<file path="config.mk">
export PLATFORM = sky130hd
export DESIGN_NAME = serv_predecode_fifo_flat
export DESIGN_NICKNAME = d
export VERILOG_FILES = /design/src/rtl/serv_predecode_pkg.sv /design/src/rtl/serv_predecode_fifo_if.sv /design/src/rtl/serv_predecode.sv /design/src/rtl/serv_predecode_fifo.sv /design/src/flat_wrapper.sv
export SDC_FILE = /design/constraint.sdc
export NUM_CORES = 1
export LEC_CHECK = 0
export ABC_AREA = 1
export BUFFER_PORTS_ARGS = -buffer_cell sky130_fd_sc_hd__buf_2
export CAP_MARGIN = 25
export CORE_ASPECT_RATIO = 1.4
export CORE_UTILIZATION = 40
export DETAILED_ROUTE_END_ITERATION = 12
export PLACE_DENSITY = 0.66
export SYNTH_ARGS = -nofsm -noshare
export SYNTH_HDL_FRONTEND = slang
export SYNTH_SLANG_ARGS = --single-unit
</file>
<file path="constraint.sdc">
create_clock -name clk -period 2.75 [get_ports clk]
set_clock_uncertainty 0.1 [all_clocks]
set_input_delay 0.4125 -clock clk [delete_from_list [all_inputs] [get_ports clk]]
set_output_delay 0.4125 -clock clk [all_outputs]
set_load 0.05 [all_outputs]
</file>
<file path="src/rtl/serv_predecode_pkg.sv">
// Shared opcode constants and the per-entry payload of the predecode FIFO.
package serv_predecode_pkg;

    localparam logic [4:0] OP_LOAD   = 5'b00000;
    localparam logic [4:0] OP_OPIMM  = 5'b00100;
    localparam logic [4:0] OP_OP     = 5'b01100;
    localparam logic [4:0] OP_BRANCH = 5'b11000;
    localparam logic [4:0] OP_SYSTEM = 5'b11100;

    typedef struct packed {
        logic [31:0] instr;
        logic        rd_op;
        logic        rd_nz;
        logic        two_stage;
        logic        mdu;
        logic        illegal;
    } entry_t;

endpackage

</file>
<file path="src/rtl/serv_predecode_fifo_if.sv">
// Fetch-side push port and decode-side pop port of the predecode FIFO.
interface serv_predecode_fifo_if #(
    parameter int unsigned DEPTH = 2
);
    localparam int unsigned LW = $clog2(DEPTH + 1);

    logic          i_valid;
    logic          o_ready;
    logic [31:0]   i_instr;
    logic          o_valid;
    logic          i_ready;
    logic [31:0]   o_instr;
    logic [4:0]    o_opcode;
    logic [2:0]    o_funct3;
    logic          o_rd_op;
    logic          o_rd_nz;
    logic          o_two_stage_op;
    logic          o_mdu_op;
    logic          o_illegal;
    logic [LW-1:0] o_level;

    modport master (
        output i_valid, i_instr, i_ready,
        input  o_ready, o_valid, o_instr, o_opcode, o_funct3, o_rd_op,
               o_rd_nz, o_two_stage_op, o_mdu_op, o_illegal, o_level
    );

    modport slave (
        input  i_valid, i_instr, i_ready,
        output o_ready, o_valid, o_instr, o_opcode, o_funct3, o_rd_op,
               o_rd_nz, o_two_stage_op, o_mdu_op, o_illegal, o_level
    );

endinterface

</file>
<file path="src/rtl/serv_predecode.sv">
// Combinational predecode of one instruction word into a FIFO entry.
module serv_predecode
    import serv_predecode_pkg::*;
#(
    parameter int unsigned MDU = 0
) (
    input  logic [31:0] instr_i,
    output entry_t      entry_o
);

    logic [4:0] op;
    logic [2:0] f3;
    logic       mdu;

    assign op  = instr_i[6:2];
    assign f3  = instr_i[14:12];
    assign mdu = (MDU != 0) & (op == OP_OP) & instr_i[25];

    always_comb begin
        entry_o           = '0;
        entry_o.instr     = instr_i;
        entry_o.mdu       = mdu;
        entry_o.two_stage = ~op[2]
                          | (f3[0] & ~f3[1] & ~op[0] & ~op[4])
                          | (f3[1] & ~f3[2] & ~op[0] & ~op[4])
                          | mdu;
        entry_o.rd_op     = op[2]
                          | (~op[2] & op[4] & op[0])
                          | (~op[2] & ~op[3] & ~op[0]);
        entry_o.rd_nz     = entry_o.rd_op & (instr_i[11:7] != 5'd0);
        entry_o.illegal   = (instr_i[1:0] != 2'b11);
    end

endmodule

</file>
<file path="src/rtl/serv_predecode_fifo.sv">
// Instruction buffer between fetch and decode; predecodes at write, pops one entry per cycle.
module serv_predecode_fifo
    import serv_predecode_pkg::*;
#(
    parameter int unsigned DEPTH = 2,
    parameter int unsigned MDU   = 0
) (
    input  logic                  clk,
    input  logic                  i_rst_n,
    input  logic                  i_flush,
    serv_predecode_fifo_if.slave  bus
);

    localparam int unsigned PW = $clog2(DEPTH);
    localparam int unsigned LW = $clog2(DEPTH + 1);

    entry_t          mem_q [DEPTH];
    entry_t          wr_entry;
    entry_t          head;
    logic [PW-1:0]   rd_ptr_q, rd_ptr_d;
    logic [PW-1:0]   wr_ptr_q, wr_ptr_d;
    logic [LW-1:0]   level_q, level_d;
    logic            ready;
    logic            valid;
    logic            push;
    logic            pop;

    serv_predecode #(.MDU(MDU)) u_predecode (
        .instr_i (bus.i_instr),
        .entry_o (wr_entry)
    );

    // Ready depends only on the registered level, so full blocks a push even during a pop.
    assign ready = (level_q != LW'(DEPTH));
    assign valid = (level_q != '0);
    assign push  = bus.i_valid & ready;
    assign pop   = valid & bus.i_ready;

    always_comb begin
        rd_ptr_d = rd_ptr_q;
        wr_ptr_d = wr_ptr_q;
        level_d  = level_q;
        if (i_flush) begin
            rd_ptr_d = '0;
            wr_ptr_d = '0;
            level_d  = '0;
        end else begin
            if (push) wr_ptr_d = wr_ptr_q + PW'(1);
            if (pop)  rd_ptr_d = rd_ptr_q + PW'(1);
            case ({push, pop})
                2'b10:   level_d = level_q + LW'(1);
                2'b01:   level_d = level_q - LW'(1);
                default: level_d = level_q;
            endcase
        end
    end

    always_ff @(posedge clk) begin
        if (!i_rst_n) begin
            rd_ptr_q <= '0;
            wr_ptr_q <= '0;
            level_q  <= '0;
        end else begin
            rd_ptr_q <= rd_ptr_d;
            wr_ptr_q <= wr_ptr_d;
            level_q  <= level_d;
        end
    end

    // Storage is deliberately unreset; empty-state outputs are masked below.
    always_ff @(posedge clk) begin
        if (push && !i_flush) mem_q[wr_ptr_q] <= wr_entry;
    end

    assign head = valid ? mem_q[rd_ptr_q] : '0;

    assign bus.o_ready        = ready;
    assign bus.o_valid        = valid;
    assign bus.o_instr        = head.instr;
    assign bus.o_opcode       = head.instr[6:2];
    assign bus.o_funct3       = head.instr[14:12];
    assign bus.o_rd_op        = head.rd_op;
    assign bus.o_rd_nz        = head.rd_nz;
    assign bus.o_two_stage_op = head.two_stage;
    assign bus.o_mdu_op       = head.mdu;
    assign bus.o_illegal      = head.illegal;
    assign bus.o_level        = level_q;

endmodule

</file>
<file path="src/flat_wrapper.sv">
// flat-port wrapper written by rule: the top's interface ports become plain ports
module serv_predecode_fifo_flat import serv_predecode_pkg::*;
#(
    parameter int unsigned DEPTH = 2,
    parameter int unsigned MDU   = 0
)
  (clk, i_rst_n, i_flush, bus_i_valid, bus_i_instr, bus_i_ready, bus_o_ready, bus_o_valid, bus_o_instr, bus_o_opcode, bus_o_funct3, bus_o_rd_op, bus_o_rd_nz, bus_o_two_stage_op, bus_o_mdu_op, bus_o_illegal, bus_o_level);
  serv_predecode_fifo_if #(.DEPTH(DEPTH)) bus_i ();
  input  logic clk;
  input  logic i_rst_n;
  input  logic i_flush;
  input wire logic [$bits(bus_i.i_valid)-1:0] bus_i_valid;
  input wire logic [$bits(bus_i.i_instr)-1:0] bus_i_instr;
  input wire logic [$bits(bus_i.i_ready)-1:0] bus_i_ready;
  output wire logic [$bits(bus_i.o_ready)-1:0] bus_o_ready;
  output wire logic [$bits(bus_i.o_valid)-1:0] bus_o_valid;
  output wire logic [$bits(bus_i.o_instr)-1:0] bus_o_instr;
  output wire logic [$bits(bus_i.o_opcode)-1:0] bus_o_opcode;
  output wire logic [$bits(bus_i.o_funct3)-1:0] bus_o_funct3;
  output wire logic [$bits(bus_i.o_rd_op)-1:0] bus_o_rd_op;
  output wire logic [$bits(bus_i.o_rd_nz)-1:0] bus_o_rd_nz;
  output wire logic [$bits(bus_i.o_two_stage_op)-1:0] bus_o_two_stage_op;
  output wire logic [$bits(bus_i.o_mdu_op)-1:0] bus_o_mdu_op;
  output wire logic [$bits(bus_i.o_illegal)-1:0] bus_o_illegal;
  output wire logic [$bits(bus_i.o_level)-1:0] bus_o_level;
  assign bus_i.i_valid = bus_i_valid;
  assign bus_i.i_instr = bus_i_instr;
  assign bus_i.i_ready = bus_i_ready;
  assign bus_o_ready = bus_i.o_ready;
  assign bus_o_valid = bus_i.o_valid;
  assign bus_o_instr = bus_i.o_instr;
  assign bus_o_opcode = bus_i.o_opcode;
  assign bus_o_funct3 = bus_i.o_funct3;
  assign bus_o_rd_op = bus_i.o_rd_op;
  assign bus_o_rd_nz = bus_i.o_rd_nz;
  assign bus_o_two_stage_op = bus_i.o_two_stage_op;
  assign bus_o_mdu_op = bus_i.o_mdu_op;
  assign bus_o_illegal = bus_i.o_illegal;
  assign bus_o_level = bus_i.o_level;
  serv_predecode_fifo #(.DEPTH(DEPTH), .MDU(MDU)) u_core (.clk(clk), .i_rst_n(i_rst_n), .i_flush(i_flush), .bus(bus_i));
endmodule
</file>
**Yosys cells after proc, flatten, opt, wreduce, memory -nomap -nowiden**

Memories as Yosys holds them, arrays and structs flattened. A register that Yosys moved wholly into a read port is not among the register bits.
Cells that the tools add are included.

- Input bits: 37
- Flip-flop bits (word level): 4
- Latch bits: 0
- Word-level logic and storage cells: 48
- Memories: 1
- Output and inout port bits: 49
- Memory bits (read-only): 0
- Memory bits (writable): 72

Memories:

| name | depth | width | read ports | clocked after memory_dff | write ports | line | RTL |
|---|---|---|---|---|---|---|---|
| u_core.mem_q | 2 | 36 | 1 | 1 | 1 | serv_predecode_fifo.sv:17 | `entry_t mem_q [DEPTH];` |

- Shift operators: 0
- Add/subtract/negate cells: 4
- Eq/ne operators: 4
- Muxes and demuxes: 6
- Multiply operators: 0
- $lt $le $gt $ge: 0
- Divide/modulo/power cells: 0
- Reductions and logical operators: 6
- Bitwise operators: 24

Operators with widths:

| cell | count |
|---|---|
| 2-to-1 mux 37 bit | 1 |
| AND 1 bit | 13 |
| NOT 1 bit | 7 |
| nonzero test 5 bit | 1 |
| 2-to-1 mux 1 bit | 4 |
| inequality test 2 bit, second input constant | 2 |
| bitwise OR 1 bit | 4 |
| one-hot mux 2 bit (2 select lines) | 1 |
| nonzero test 2 bit | 2 |
| adder 1 bit, second input constant | 2 |
| adder 2 x 1 -> 2 bit, second input constant | 1 |
| == test 2 x 1 -> 1 bit, second input constant | 1 |
| == test 2 bit, second input constant | 1 |
| OR reduction 2 bit | 1 |
| subtractor 2 x 1 -> 2 bit, second input constant | 1 |
| logical AND 1 bit | 1 |
| zero test 1 bit | 1 |

**Logic depth before layout (Yosys ltp)**

- Word-level depth: 6
- Gate-level depth with buffers: 9
- Mapped depth without buffers: 9

**Hierarchy**

A second synthesis with hierarchy kept.

- Cell total of the unflattened synthesis: 299
- Area total of the unflattened synthesis: 3499.6 um2

Modules (own cells, without submodules):

| module | instances | cells each | area an instance (um2) | seq. area each (um2) |
|---|---|---|---|---|
| serv_predecode_fifo | 1 | 245 | 3166.8 | 2322.2 |
| serv_predecode | 1 | 54 | 332.8 | 0.0 |

**Worst setup path after synthesis**

OpenSTA, ideal clock, no wires.

- Path type: register to register
- Start point: register u_core.level_q[0] (netlist: u_core.bus.o_level[0])
- End point: memory u_core.mem_q[1][0] (netlist bit) (enable)
- Path buffers: 0
- Data arrival time: 2.659 ns
- Clock period less this slack: 3.188 ns
- Path slack: -0.438 ns
- Cell stages (with the launch flop): 5
- Library setup time: 0.429 ns
- Required time: 2.221 ns
- Cell sequence: dfxtp_1 -> inv_1 -> a21boi_2 -> nand2_1 -> nor2_1

- Word-level cells in the longest chain between the ends: 5

RTL lines:

| item | line | RTL |
|---|---|---|
| start: declaration | serv_predecode_fifo.sv:22 | `logic [LW-1:0] level_q, level_d;` |
| start signal: assignment | serv_predecode_fifo.sv:66 | `level_q <= level_d;` |
| inequality test 2 bit | serv_predecode_fifo.sv:34 | `assign ready = (level_q != LW'(DEPTH));` |
| AND 1 bit | serv_predecode_fifo.sv:36 | `assign push = bus.i_valid & ready;` |
| logical AND 1 bit | serv_predecode_fifo.sv:72 | `if (push && !i_flush) mem_q[wr_ptr_q] <= wr_entry;` |
| 2-to-1 mux 1 bit | serv_predecode_fifo.sv:72 |  |
| 2-to-1 mux 1 bit (not written as such) | serv_predecode_fifo.sv:72 |  |
| end: declaration | serv_predecode_fifo.sv:17 |  |

Every way passes these cells.

**Worst setup path after layout**

- Start point: register u_core.level_q[1] (netlist: u_core.bus.o_level[1])
- End point: output port bus_o_instr[31]

- Word-level cells in the longest chain between the ends: 2

RTL lines:

| item | line | RTL |
|---|---|---|
| nonzero test 2 bit | serv_predecode_fifo.sv:35 | `assign valid = (level_q != '0);` |
| 2-to-1 mux 37 bit | serv_predecode_fifo.sv:75 | `assign head = valid ? mem_q[rd_ptr_q] : '0;` |
| end: declaration | flat_wrapper.sv:17 | `output wire logic [$bits(bus_i.o_instr)-1:0] bus_o_instr;` |

Every way passes these cells.

==> flow_metrics.env <==
export IMPL_status="finished, final reports clean"
export IMPL_path_cells="nor2_4, buf_4, a21oi_1, buf_2"
export IMPL_postRouteAntennaNets=0
export IMPL_n_fill_cell=732
export IMPL_clk_latency_ns=0.35
export IMPL_area_growth_pct=19.9
export IMPL_power_mw=2.47
export IMPL_period_needed_ns=2.24
export IMPL_min_from="bus_i_instr[27]"
export IMPL_rr_endpoint="u_core.mem_q[1][7]$_DFFE_PP_"
export IMPL_grt_pass1_wl_microns=8940
export IMPL_combinationalPowerShare_pct=14.0
export IMPL_grt_pass1_vias=1864
export IMPL_cts_tree="yes"
export IMPL_r2r_setup_slack_ns=0.81
export IMPL_cts_resized_gates=0
export IMPL_netSwitchingPower_uw=660
export IMPL_synth_seq_cells=77
export IMPL_synth_largest_area_cell="edfxtp_1"
export IMPL_fin_crit_sh_pct=81.5
export IMPL_place_gp_congestion=0.773
export IMPL_rsz0062_at_grt="false"
export IMPL_clockBufferDepth=2
export IMPL_cp_slowest_cell="dfxtp_1"
export IMPL_syn_inst=258
export IMPL_die_height_microns=108
export IMPL_maxCapViolCount=0
export IMPL_syn_area_per_cell_sq_um=12.5
export IMPL_n_antenna_cell=0
export IMPL_r2r_worst_path_cells=5
export IMPL_tns_ns=0
export IMPL_drt_wl_total_microns=5800
export IMPL_numCtsBuffers=9
export IMPL_holdBufCountCts=0
export IMPL_cpPeakStageDelay_ns=0.38
export IMPL_start_util_pct=41.4
export IMPL_syn_cell_area_sq_mm=0.00322
export IMPL_cp_max_fo=18
export IMPL_utilization_pct=49.6
export IMPL_leakage_nw=1.57
export IMPL_hold_depth=1
export IMPL_grt_use_total_pct=14.7
export IMPL_first_pass_iters=4
export IMPL_pwr_density_cell_mw_per_mm2=638
export IMPL_h_tree_depth=3
export IMPL_worstSetupEndpointType="output port"
export IMPL_io_pins=86
export IMPL_dr_total_vias=1999
export IMPL_hold_violations=0
export IMPL_crit_required_ns=2.24
export IMPL_switching_share_pct=26.7
export IMPL_coreArea_sq_mm=0.00780
export IMPL_via_per_inst=4.50
export IMPL_grt_max_degree=37
export IMPL_post_cts_setup_buffers=0
export IMPL_row_count=38
export IMPL_rr_startpoint="u_core.bus.o_level[0]$_SDFFE_PP0P_"
export IMPL_yosys_cell_types_count=22
export IMPL_dieArea_sq_mm=0.00843
export IMPL_path_clk_slew_ns=0.08
export IMPL_crit_type="flop to output port"
export IMPL_clockRootBuffer="clkbuf_8"
export IMPL_die_w_microns=77.9
export IMPL_seqPwrFrac_pct=54.0
export IMPL_holdWs_ns=0.142
export IMPL_syn_nets=296
export IMPL_place_area_sq_mm=0.00369
export IMPL_wl_per_cell_microns=13.1
export IMPL_p_clk_share_pct=32.0
export IMPL_min_path_type="input port to flop"
export IMPL_final_cell_area_sq_mm=0.00387
export IMPL_ys_top_cells_by_area="edfxtp_1 67%, nand2_1 9.8%, a21oi_2 7.9%"
export IMPL_fmax_mhz=446
export IMPL_synth_seq_area_share_pct=70.2
export IMPL_p_int_mw=1.81
export IMPL_setup_viol=0
export IMPL_synth_warnings=0
export IMPL_yosysTopAreaCellShare_pct=67.1
export IMPL_port_buffers=84
export IMPL_antenna_found_initial=0
export IMPL_drc=0
export IMPL_drt_iter0_markers=94
export IMPL_min_to="u_core.mem_q[0][31]$_DFFE_PP_"
export IMPL_ir_drop_v=0.000466
export IMPL_dp_hpwl_microns=3920
export IMPL_drive_gt1_share_pct=39.8
export IMPL_cp_data_arrival_time_ns=1.73
export IMPL_final_cell_mix="84 x nand2_1, 84 x buf_2, 72 x edfxtp_1"
export IMPL_slew_violations=0
export IMPL_start_kind="flop"
export IMPL_layout_nets=377
export IMPL_clkSinkCount=77
export IMPL_overflow=0
export IMPL_crit_start="u_core.bus.o_level[1]$_SDFFE_PP0P_"
registers in the layout, indices dropped and copies added, names as in the netlist, named ones only:
register / flops
u_core.mem_q: 72
u_core.wr_ptr_q: 1
u_core.bus.o_level: 2
u_core.rd_ptr_q: 1
critical path: cells and delay by family (launching register included):
| family | cells | cell delay, ns |
|---|---|---|
| simple gates | 1 | 0.34 |
| buf+inv | 2 | 0.58 |
| flops | 1 | 0.38 |
| compound gates | 1 | 0.07 |
worst max-delay path by stage:
stage                                          to
finish                            bus_o_instr[31]
global route                      bus_o_instr[31]
CTS                               bus_o_instr[31]
detailed placement   u_core.mem_q[1][7]$_DFFE_PP_
global placement    u_core.mem_q[1][12]$_DFFE_PP_
floorplan            u_core.mem_q[1][0]$_DFFE_PP_
power by group through the flow:
stage	Sequential [mW]	Clock (mW)	Combinational, mW
2_1_floorplan	1.36	0	0.264
3_3_place_gp	1.36	0	0.346
3_5_place_dp	1.36	0	0.351
4_1_cts	1.33	0.805	0.352
5_1_grt	1.33	0.852	0.371
6_report	1.33	0.790	0.346
synth_stat cells:
cell type / instances
nand2_1: 84
edfxtp_1: 72
a21oi_2: 29
nor2_1: 19
buf_4: 11
inv_1: 10
a21oi_1: 7
buf_6: 5
dfxtp_1: 5
buf_2: 4
a21boi_2: 1
clkinv_4: 1
conb_1: 1
ha_1: 1
nand3_1: 1
nand4_1: 1
nor2_2: 1
nor3_1: 1
nor3_2: 1
o21ai_0: 1
o21bai_1: 1
xor2_1: 1
final cells by class:
type                            instances  area, sq um  area share, %
Multi-Input combinational cell        150          776           20.1
Sequential cell                        77         2260           58.5
Clock buffer                            9          124           3.20
Clock inverter                          7         56.3           1.46
Timing Repair Buffer                   90          478           12.4
Tap cell                              100          125           3.24
Inverter                               11         46.3           1.20
cells by family after synthesis:
kind of cell	Yosys count	synth area share [%]
compound gates	39	9.70
xor+xnor	1	0.272
fa+ha+maj	1	0.388
buf+inv	31	6.36
flops	77	70.2
other cells	1	0.116
simple gates	108	13.0
stage by stage:
stage               worst slack [ns]  instances
floorplan                      0.154        258
global placement               0.884        428
detailed placement             0.798        428
CTS                            0.475        444
global route                   0.399        444
finish                         0.510        444
routing by layer:
layer  vias to the layer above  track usage [%]  part of all wire (%)
met5                         -                0                     0
met4                         0             9.70                   3.0
met3                        14             3.29                   3.6
met2                        49             25.5                    53
met1                       910             16.2                    40
li1                       1026                -                     -
Power figures use the tool's default switching activity.
